--- src/rtl/display_scan_mux.sv ---
// Four-digit HH:MM scan driver: one BCD digit and one active-low anode per slot,
// with frame-coherent snapshot, set-mode blinking, hour-tens blanking and flashing colon.
module display_scan_mux #(
  parameter int SCAN_DIV  = 50000,
  parameter int BLINK_DIV = 25000000
) (
  input  logic        clk,
  input  logic        reset,
  input  logic        enable,
  input  logic [15:0] digits_in,
  input  logic [3:0]  blink_mask,
  input  logic        lz_blank,
  output logic [3:0]  bcd_out,
  output logic [3:0]  an_n,
  output logic        dp_n,
  output logic [1:0]  slot
);

  localparam int PW = (SCAN_DIV  > 2) ? $clog2(SCAN_DIV)  : 1;
  localparam int BW = (BLINK_DIV > 2) ? $clog2(BLINK_DIV) : 1;
  localparam logic [PW-1:0] SCAN_LAST  = PW'(SCAN_DIV - 1);
  localparam logic [BW-1:0] BLINK_LAST = BW'(BLINK_DIV - 1);

  logic [PW-1:0] prescaler, prescaler_next;
  logic [BW-1:0] blink_cnt, blink_cnt_next;
  logic          blink_phase, phase_next;
  logic [15:0]   snapshot, snapshot_next;
  logic [3:0]    mask_q;
  logic          frame_live, live_next;
  logic [1:0]    slot_next;
  logic          scan_tick, wrap, restart, blink_term;
  logic [3:0]    nibble;
  logic          blanked;

  always_comb begin
    scan_tick      = enable && (prescaler == SCAN_LAST);
    wrap           = scan_tick && (slot == 2'd3);
    prescaler_next = prescaler;
    if (enable)
      prescaler_next = scan_tick ? '0 : prescaler + PW'(1);
    slot_next      = scan_tick ? slot + 2'd1 : slot;
    snapshot_next  = wrap ? digits_in : snapshot;
    // Outputs stay dark until the first frame has been captured after reset.
    live_next      = frame_live | wrap;

    restart        = (mask_q == 4'd0) && (blink_mask != 4'd0);
    blink_term     = enable && (blink_cnt == BLINK_LAST);
    blink_cnt_next = blink_cnt;
    if (enable)
      blink_cnt_next = blink_term ? '0 : blink_cnt + BW'(1);
    phase_next     = blink_term ? ~blink_phase : blink_phase;
    if (restart) begin
      blink_cnt_next = '0;
      phase_next     = 1'b1;
    end

    case (slot_next)
      2'd0:    nibble = snapshot_next[3:0];
      2'd1:    nibble = snapshot_next[7:4];
      2'd2:    nibble = snapshot_next[11:8];
      default: nibble = snapshot_next[15:12];
    endcase

    blanked = (blink_mask[slot_next] && !phase_next) ||
              ((slot_next == 2'd3) && lz_blank && (nibble == 4'd0));
  end

  always_ff @(posedge clk or posedge reset) begin
    if (reset) begin
      prescaler   <= '0;
      slot        <= 2'd3;
      snapshot    <= 16'h0000;
      blink_cnt   <= '0;
      blink_phase <= 1'b1;
      mask_q      <= 4'd0;
      frame_live  <= 1'b0;
    end else begin
      prescaler   <= prescaler_next;
      slot        <= slot_next;
      snapshot    <= snapshot_next;
      blink_cnt   <= blink_cnt_next;
      blink_phase <= phase_next;
      mask_q      <= blink_mask;
      frame_live  <= live_next;
    end
  end

  // Outputs are recomputed every enabled edge from the post-edge state so blink
  // and blanking changes show up mid-slot, and slot changes land on the tick edge.
  always_ff @(posedge clk or posedge reset) begin
    if (reset) begin
      bcd_out <= 4'd0;
      an_n    <= 4'b1111;
      dp_n    <= 1'b1;
    end else if (!enable) begin
      an_n <= 4'b1111;
      dp_n <= 1'b1;
    end else if (live_next) begin
      bcd_out <= nibble;
      an_n    <= blanked ? 4'b1111 : ~(4'b0001 << slot_next);
      dp_n    <= !((slot_next == 2'd2) && phase_next);
    end
  end

endmodule

--- config.mk ---
export PLATFORM = sky130hd
export DESIGN_NAME = display_scan_mux
export DESIGN_NICKNAME = d
export VERILOG_FILES = /design/src/rtl/display_scan_mux.sv
export SDC_FILE = /design/constraint.sdc
export NUM_CORES = 1
export LEC_CHECK = 0
export BUFFER_PORTS_ARGS = -buffer_cell sky130_fd_sc_hd__buf_2
export CORE_UTILIZATION = 55
export CTS_BUF_LIST = sky130_fd_sc_hd__clkbuf_16
export DETAILED_ROUTE_END_ITERATION = 10
export GPL_TIMING_DRIVEN = 0
export PLACE_DENSITY = 0.72
export SLEW_MARGIN = 20
export SYNTH_ARGS = -nofsm -noshare
export SYNTH_HDL_FRONTEND = slang
export SYNTH_SLANG_ARGS = --single-unit
--- constraint.sdc ---
create_clock -name clk -period 3.1 [get_ports clk]
set_input_delay 0.62 -clock clk [delete_from_list [all_inputs] [get_ports clk]]
set_output_delay 0.62 -clock clk [all_outputs]
set_load 0.01 [all_outputs]
==> out/metrics.yaml <==
wl_per_cell_um: 15.60
met1_usage_pct: 36.73
p_sw_share_pct: 23.55
grtUsageMet2_pct: 39.25
crit_start: "slot[1]"
detail_route.iter0.violations: 164
fin_tns_setup_ps: 0
synth_area_um2: 3890
crit_top_cell: "clkbuf_1"
globalRouteOverflowTotal: 0
power_density_nw_per_um2: 525.9
synth_area_per_cell_um2: 9.725
nNetsFinal: 473
drive_gt1_share_pct: 16.89
holdWs_ps: 264.2
antenna_cells: 0
cp-start-kind: "register"
cts-root-buf: "clkbuf_16"
dieArea_um2: 7413
ant_nets: 0
cts_tree: "yes"
place.gp.congestion: 0.8362
leakage_nw: 2.051
final_common_cell: "nand2_1"
worstSetupEndpointType: "register"
ys_ff_latch: 74
rsz0062_at_grt: "false"
yosysWarnings: 0
fmax_ghz: 0.3424
grtUsageMet3_pct: 4.620
clk_pin_slew_ps: 50
dp_hpwl_um: 6039
synth_cells: 400
path_cells: "ha_1, clkbuf_1, clkbuf_1, mux4_2, mux2_2, a31o_1, o32a_1"
portBuffers: 34
synthDistinctLibCells: 48
clkLatencyLatePin_ps: 330
finalSetupViolations: 0
syn_to_final_growth_pct: 15.99
fin_crit_sh_pct: 94.22
wirelength_um: 8517
hp-class: "in2async"
p_sw_uw: 558.8
pin_count: 35
fill_cells: 584
period_needed_ps: 2921
pwr-share-clk_pct: 44.8
seqPwrFrac_pct: 47.1
busiest_layer: "met2"
p_int_mw: 1.814
drt_first_pass_iters: 4
htreeDepth: 3
critPathMaxFanout: 10
die_h_um: 86.10
die_x_um: 86.10
cts-resized-gates: 0
grt_pass1_vias: 3113
r2r-start: "slot[1]"
hold_viol: 0
crit_required_ps: 3350
tightest_slew_ps: 770.6
critPathMaxStageDelay_ps: 600
start_util_pct: 56.94
core_area_um2: 6832
cts_max_path_buffers: 2
ir_drop_v: 0.0003592
ys.flop_type: "dfrtp_1"
cts.sinks: 74
clock_skew_ps: 7.994
synth-edff-count: 0
postCtsHoldBufs: 0
relSlewSlack_pct: 48.28
maxCapViolCount: 0
yosysSeqAreaShare_pct: 47.86
vias: 3112
drc_errors: 0
crit_type: "reg2reg"
grt_start_max_net_pins: 52
grt_usage_pct: 26.15
worstPathBufferInverterCount: 2
final_cell_mix: "nand2_1 (72), dfrtp_1 (66), nor2_1 (45), buf_2 (35), xor2_1 (18)"
status: "finished, final reports clean"
post_cts_buffers: 0
async_reset_ff_share_pct: 100.0
syn_nets: 427
rows: 30
antenna_found_initial: 0
routed_via_density: 5.700
critical-path-top-delay-family: "buffers and inverters"
report.final.slew_viol_count: 0
combPwrFrac_pct: 8.1
grt_pass1_wl_um: 14770
slowest_stage: "dfstp_2"
cp.arrival_ps: 3180
cts_buffers: 9
worst reg2reg max path, cell delays in order (launching register included):
cell,delay (ps)
dfstp_2,600
ha_1,150
clkbuf_1,280
clkbuf_1,560
mux4_2,400
mux2_2,300
a31o_1,230
o32a_1,330
logic make-up after synthesis:
logic type      after synthesis  share of synthesized area, %
fa+ha+maj                     3                        0.9650
compound gates               37                         5.661
flops                        74                         47.86
simple gates                203                         25.80
mux                          26                         9.360
buf+inv                      21                         2.059
xor+xnor                     36                         8.298
cell usage after synthesis (all sizes together) (9+ instances only):
master	n	area (um2)
o21ai	17	85.08
mux2i	15	150.1
nand2	72	270.3
a21oi	9	45.04
xnor2	18	165.2
and3	15	93.84
dfrtp	66	1652
nor2	45	168.9
clkbuf	13	48.80
nand4	12	75.07
xor2	18	157.7
nor3	12	71.32
nand3	16	80.08
power by group through the flow:
stage | Combinational [mW] | Clock, mW | Sequential, mW
after floorplan | 0.143 | 0 | 1.11
after global placement | 0.182 | 0 | 1.13
after detailed placement | 0.196 | 0 | 1.13
after CTS | 0.194 | 1.08 | 1.11
after global routing | 0.219 | 1.12 | 1.13
final | 0.191 | 1.06 | 1.12
final timing paths:
kind / to / slack, ps / depth (start not counted)
max: an_n[0] / 180 / 7
min: prescaler[8] / 260 / 2
max reg2reg: an_n[0] / 180 / 7
min reg2reg: bcd_out[3] / 480 / 2
max in group asynchronous: slot[0] / 2230 / 3
min in group clk: mask_q[0] / 430 / 1
stage by stage:
step	total power [mW]	instance area (um2)	util [%]	worst slack, ps	std cells
final	2.373	4512	66.04	179.0	546
after global routing	2.468	4512	66.04	36.64	546
after CTS	2.390	4512	66.04	166.7	546
after detailed placement	1.323	4210	61.63	198.7	531
after global placement	1.310	4180	61.19	-270.9	530
after floorplan	1.253	3890	-	611.6	400
per-layer routing:
metal,share of wire [%],wire (um)
met5,0,0
met1,47,4012
met4,2.3,198
met2,46,3934
met3,4.4,371
flip-flops by register name (all words and copies together) (netlist names):
register and cells:
blink_phase 1, blink_cnt 25, dp_n 1, an_n 4, frame_live 1, slot 2
prescaler 16, snapshot 16, mask_q 4, bcd_out 4
area by class of cell:
| cell class | count | area (um2) | share of cell area, % |
|---|---|---|---|
| buffer | 16 | 61.31 | 1.359 |
| clock buffer | 9 | 225.2 | 4.992 |
| clock inverter | 6 | 76.32 | 1.692 |
| inverter | 5 | 21.27 | 0.4714 |
| multi-input combinational | 305 | 1948 | 43.18 |
| sequential | 74 | 1862 | 41.26 |
| tap | 96 | 120.1 | 2.662 |
| timing repair buffer | 35 | 197.7 | 4.382 |
Note: power is estimated with default switching activity, not from simulation.
